<file path="src/rtl/cntr_arbiter.sv">
// Round-robin scheduler that shares one up/down interval counter among NREQ requesters.
// The winner is latched in IDLE, the counter runs in RUN, and DONE pulses done for the owner.
module cntr_arbiter #(
  parameter int NREQ = 4,
  parameter int BITS = 32
) (
  input  logic                 i_clk,
  input  logic                 i_reset,
  input  logic [NREQ-1:0]      i_req,
  input  logic [NREQ*BITS-1:0] i_req_len,
  input  logic [NREQ-1:0]      i_req_down,
  input  logic                 i_hold,
  output logic [NREQ-1:0]      o_grant,
  output logic [NREQ-1:0]      o_done,
  output logic                 o_busy,
  output logic [BITS-1:0]      o_count
);

  localparam int IW = (NREQ > 1) ? $clog2(NREQ) : 1;

  localparam logic [1:0] S_IDLE = 2'd0;
  localparam logic [1:0] S_LOAD = 2'd1;
  localparam logic [1:0] S_RUN  = 2'd2;
  localparam logic [1:0] S_DONE = 2'd3;

  logic [1:0]      r_state;
  logic [IW-1:0]   r_ptr;
  logic [IW-1:0]   r_g;
  logic [BITS-1:0] r_len;
  logic            r_dir;
  logic [NREQ-1:0] r_grant;
  logic [NREQ-1:0] r_done;
  logic [BITS-1:0] r_count;

  logic            w_any;
  logic            w_hit;
  logic [IW-1:0]   w_cand;
  logic [IW-1:0]   w_win;
  logic [IW-1:0]   w_g_next;
  logic            w_abort;
  logic            w_len_zero;
  logic [BITS-1:0] w_last;
  logic            w_terminal;

  // Index arithmetic modulo NREQ; NREQ need not be a power of two.
  function automatic logic [IW-1:0] wrap_add(input logic [IW-1:0] base, input logic [31:0] off);
    logic [31:0] sum;
    sum = 32'(base) + off;
    if (sum >= 32'(NREQ)) begin
      sum = sum - 32'(NREQ);
    end else begin
      sum = sum;
    end
    return sum[IW-1:0];
  endfunction

  // Winner search: first set request at or after r_ptr, wrapping around
  always_comb begin
    w_any  = 1'b0;
    w_hit  = 1'b0;
    w_cand = '0;
    w_win  = '0;
    for (int k = 0; k < NREQ; k++) begin
      w_cand = wrap_add(r_ptr, 32'(k));
      w_hit  = i_req[w_cand] & ~w_any;
      w_win  = w_hit ? w_cand : w_win;
      w_any  = w_any | w_hit;
    end
  end

  // Owner-side decode; w_last is only consumed once len is known to be nonzero
  always_comb begin
    w_g_next   = wrap_add(r_g, 32'd1);
    w_abort    = ~i_req[r_g];
    w_len_zero = (r_len == '0);
    w_last     = r_len - BITS'(1);
    w_terminal = r_dir ? (r_count == '0) : (r_count == w_last);
  end

  // Scheduler state machine and shared counter
  always_ff @(posedge i_clk) begin
    if (i_reset) begin
      r_state <= S_IDLE;
      r_ptr   <= '0;
      r_g     <= '0;
      r_len   <= '0;
      r_dir   <= 1'b0;
      r_grant <= '0;
      r_done  <= '0;
      r_count <= '0;
    end else begin
      r_done <= '0;
      case (r_state)
        S_IDLE: begin
          if (w_any) begin
            r_g     <= w_win;
            r_len   <= i_req_len[w_win*BITS +: BITS];
            r_dir   <= i_req_down[w_win];
            r_grant <= NREQ'(1) << w_win;
            r_state <= S_LOAD;
          end
        end
        S_LOAD: begin
          if (w_abort) begin
            r_grant <= '0;
            r_ptr   <= w_g_next;
            r_state <= S_IDLE;
          end else if (w_len_zero) begin
            r_done  <= r_grant;
            r_state <= S_DONE;
          end else begin
            r_count <= r_dir ? w_last : '0;
            r_state <= S_RUN;
          end
        end
        S_RUN: begin
          // Abort outranks both hold and the terminal-count check
          if (w_abort) begin
            r_grant <= '0;
            r_ptr   <= w_g_next;
            r_state <= S_IDLE;
          end else if (i_hold) begin
            r_state <= S_RUN;
          end else if (w_terminal) begin
            r_done  <= r_grant;
            r_state <= S_DONE;
          end else begin
            r_count <= r_dir ? (r_count - BITS'(1)) : (r_count + BITS'(1));
          end
        end
        S_DONE: begin
          r_grant <= '0;
          r_ptr   <= w_g_next;
          r_state <= S_IDLE;
        end
        default: begin
          r_grant <= '0;
          r_state <= S_IDLE;
        end
      endcase
    end
  end

  assign o_grant = r_grant;
  assign o_done  = r_done;
  assign o_count = r_count;
  assign o_busy  = (r_state != S_IDLE);

endmodule

</file>
<file path="config.mk">
export PLATFORM = sky130hd
export DESIGN_NAME = cntr_arbiter
export DESIGN_NICKNAME = d
export VERILOG_FILES = /design/src/rtl/cntr_arbiter.sv
export SDC_FILE = /design/constraint.sdc
export NUM_CORES = 1
export LEC_CHECK = 0
export ABC_AREA = 1
export CORE_MARGIN = 2
export CORE_UTILIZATION = 40
export DETAILED_ROUTE_END_ITERATION = 7
export PLACE_DENSITY = 0.74
export SYNTH_ARGS = -nofsm -noshare
export SYNTH_HDL_FRONTEND = slang
export SYNTH_SLANG_ARGS = --single-unit
</file>
<file path="constraint.sdc">
create_clock -name i_clk -period 2.9 [get_ports i_clk]
set_input_delay 0.87 -clock i_clk [delete_from_list [all_inputs] [get_ports i_clk]]
set_output_delay 0.87 -clock i_clk [all_outputs]
set_load 0.03 [all_outputs]
</file>
==> reports/qor.csv, run 1 <==
stage;metric;value;unit
routing;wire per inst;15.39;um
critical_path;CP max stage delay;0.35;ns
synth;async set-reset flop share out of synthesis;0;%
sta;Fin Hold WS;0.4981;ns
synth;Main synth FF type;dfxtp_1;
clocking;clock buffer depth;2;
synth;#FFs+latches synth;79;
sta;RSZ-0062 raised after global routing;no;
sta;Slew headroom;53.71;%
sta;Setup WS post-layout;0.1802;ns
pwr;largest vdd supply drop;652.1;uV
flow_run;Max Cap Viol;0;
sta;Worst-Margin Slew;0.6936;ns
clocking;hold buffers post-CTS;0;
floorplanning;core area;19400;um^2
global_routing;pin count of the biggest net entering global routing;47;
floorplanning;DIE AREA;20870;um^2
global_routing;vias in the first global route;8658;
floorplanning;die span in x;144.5;um
sta;Slew Limit Fails;0;
min_path;Hold Crit Start;o_grant[3];
routing;Iteration-0 DRC Markers;910;
clocking;Reg clk slew, reported paths;0.07;ns
clocking;clk sinks;79;
floorplanning;Initial Util;40.68;%
critical_path;worst-case reg-to-reg path depth;19;
clocking;Root Buffer;clkbuf_16;
run_status;status;finished clean;
routing;TritonRoute pass-1 iters;5;
placement;DP Worst Slack;-0.3419;ns
global_routing;initial antenna violation count;0;
global_routing;GRT Resource Usage Total;26.31;%
layout;most common cell after layout, fill and taps aside;nand2_1;
sta;Tcrit/Tclk final;93.79;%
synth;EDFF count, synth;0;
pwr;Pwr per Cell Area;1216;nW/um^2
pwr;P_leak;4.850;nW
clocking;TritonCTS clock tree;done;
critical_path;CP max-delay cell;dfxtp_1;
layout;final core utilization;55.06;%
placement;Post-DP Area;10240;um^2
clocking;H-Tree Level Count;3;
critical_path;critical path fanouts, max;46;
floorplanning;cell row count;51;
global_routing;first-pass GRT wire length;43720;um
layout;layout cells sized above 1;7.878;%
critical_path;Worst Path Required;3.14;ns
routing;Remaining DRCs;0;
placement;DP Wirelength;22530;um
critical_path;reg-to-reg slack, setup;0.18;ns
synth;Unique masters post-synth;41;
routing;Via density;5.291;
placement;GPL Wtd Cong;0.9417;
critical_path;worst path arrival time;2.96;ns
placement;# port buffers;179;
min_path;Worst Hold Path Cells;2;
routing;Detail Route met3 WL;1883;um
sta;Fmax;367.7;MHz
routing;Via Count;9731;
critical_path;CP cell instances;inv_2, ha_2, nand2_2, nor2_2, buf_6, nand3_1, nand2_1, nor2_1, nor2_1, nand2_1, nor2_1, nand2_1, nor2_2, nand3_2, nand3_2, nand2_2, buf_12, a21oi_1, nor2_1;
pwr;total power;12.99;mW
synth;synth warn;0;
floorplanning;IO Count;180;
synth;syn_nets;1548;
min_path;hold crit path type;reg -> reg;
routing;Post-Route WL;28300;um
synth;register area share after synthesis;20.04;%
critical_path;reg2reg end;o_count[3];
routing;Top Layer Used;met4;
synth;Synth Area per Inst;5.752;um^2
sta;Setup Skew;0.007644;ns
critical_path;cell family with most CP delay;simple AND/OR/NAND/NOR gates;
critical_path;Worst Path Buf+Inv;3;
layout;Nets;1745;
synth;Synth Cell Area;7891;um^2
critical_path;Worst R2R Start;r_len[0];
sta;post-route minimum period;2.720;ns
critical_path;WS Path Type;reg -> reg;
routing;final antenna-violating net count;0;
layout;Finished Cell Area;10680;um^2
layout;Layout area overhead;35.36;%
sta;final hold vios;0;
synth;Post-Syn Instances;1372;
layout;most frequent cells in the layout;nand2_1 (396), clkdlybuf4s50_1 (175), nor2_1 (159), inv_1 (150), a21oi_1 (126);
sta;final setup fails;0;
routing;met2 routed wirelength;12830;um
critical_path;Most common cell on crit path;nor2_1;
clocking;clock latency at the later pin of the worst-skew pair;0.35;ns
critical_path;CP Launch Type;flop;
min_path;Hold EP;o_grant[3];
layout;antenna cells;0;
floorplanning;Die H;144.5;um
critical_path;Crit. End Element;flop;
clocking;total CTS buffers;9;
global_routing;gr ovfl total;0;
routing;Met1 Wirelength;13050;um
[metal layers]
metal  vias to the layer above  track usage, %
li1                       4919               -
met1                      4369           37.54
met2                       411           42.45
met3                        32           2.649
met4                         0           6.694
met5                         -               0
[metrics by stage]
stage	setup TNS, ns	cells
2_1_floorplan	0	1372
3_3_place_gp	-4.522	1819
3_5_place_dp	-10.68	1819
4_1_cts	0	1835
5_1_grt	0	1839
6_report	0	1839
[worst max path at each step]
stage	slack, ns	end	depth (start not counted)	from
finish	0.18	o_count[3]	19	r_len[0]
global route	0.005	o_count[22]	15	r_dir
CTS	0.007	r_len[10]	15	i_req[1]
detailed placement	-0.34	r_len[10]	15	i_req[1]
global placement	-0.18	r_len[9]	16	i_req[1]
floorplan	0.28	o_count[18]	15	r_dir
[registers in the layout (all words and copies together) (netlist names)]
| name | cells |
|---|---|
| o_count | 32 |
| r_len | 32 |
| o_done | 4 |
| o_grant | 4 |
| r_g | 2 |
| r_ptr | 2 |
| r_state | 2 |
| r_dir | 1 |
[worst register-to-register path, stage by stage, from the launching register on]
cell and delay (ns):
dfxtp_1 0.35, inv_2 0.09, ha_2 0.22, nand2_2 0.10, nor2_2 0.16, buf_6 0.18, nand3_1 0.08, nand2_1 0.14
nor2_1 0.05, nor2_1 0.14, nand2_1 0.08, nor2_1 0.09, nand2_1 0.07, nor2_2 0.14, nand3_2 0.12, nand3_2 0.09
nand2_2 0.08, buf_12 0.19, a21oi_1 0.17, nor2_1 0.07
[kinds of logic (layout without fill, tap and decap cells)]
| logic type | count (synthesis) | in the layout | share of synthesized area [%] |
|---|---|---|---|
| simple gates | 758 | 758 | 41.53 |
| buf+inv | 203 | 405 | 10.51 |
| fa+ha+maj | 37 | 37 | 5.962 |
| flops | 79 | 79 | 20.04 |
| compound gates | 267 | 267 | 18.33 |
| xor+xnor | 28 | 28 | 3.631 |
[power breakdown]
group          switching (mW)  internal, mW  total (mW)
combinational            5.85          3.77        9.62
sequential              0.729          1.54        2.27
clock                   0.504         0.589        1.09
total                    7.08          5.91        13.0
[timing repair]
action                                  in CTS  in global routing
endpoints found under the setup margin       0                 68
resized for setup                            0                 42
hold endpoints to repair                     0                  0
setup buffers                                0                  2
[cell usage after synthesis (4+ instances only)]
library cell | instances | area share (%)
o21ai_0 | 68 | 4.3
ha_1 | 36 | 5.7
clkbuf_1 | 21 | 1.0
o22ai_1 | 8 | 0.63
nor3_1 | 12 | 0.76
nor2_2 | 14 | 1.1
nor4_1 | 11 | 0.87
nand2_2 | 7 | 0.55
nand3_1 | 77 | 4.9
o21ai_1 | 26 | 1.6
nor2_1 | 163 | 7.8
inv_1 | 153 | 7.3
a22oi_1 | 13 | 1.2
nand4_1 | 42 | 3.3
inv_2 | 4 | 0.19
nor3b_1 | 4 | 0.38
nand2_1 | 401 | 19
nand3b_1 | 21 | 2.0
buf_6 | 5 | 0.71
dfxtp_1 | 79 | 20
xnor2_1 | 7 | 0.78
buf_2 | 15 | 0.95
a21oi_1 | 128 | 8.1
o21bai_1 | 4 | 0.38
xor2_1 | 18 | 2.0
o211ai_1 | 5 | 0.48
[final cells by class]
class	instances	area [um^2]
Tap cell	265	331.6
Inverter	157	594.3
Fill cell	1931	8717
Clock inverter	7	57.56
Multi-Input combinational cell	1090	5558
Sequential cell	79	1585
Clock buffer	9	225.2
Timing Repair Buffer	232	2330
(Power assumes the default switching activity.)
==> inputs of run 2 (changes only) <==
- ABC_CLOCK_PERIOD_IN_PS: not set -> 2900
- TNS_END_PERCENT: not set -> 100
==> results of run 2 <==
The final DEF is identical to that of run 1; final timing and power are the same.
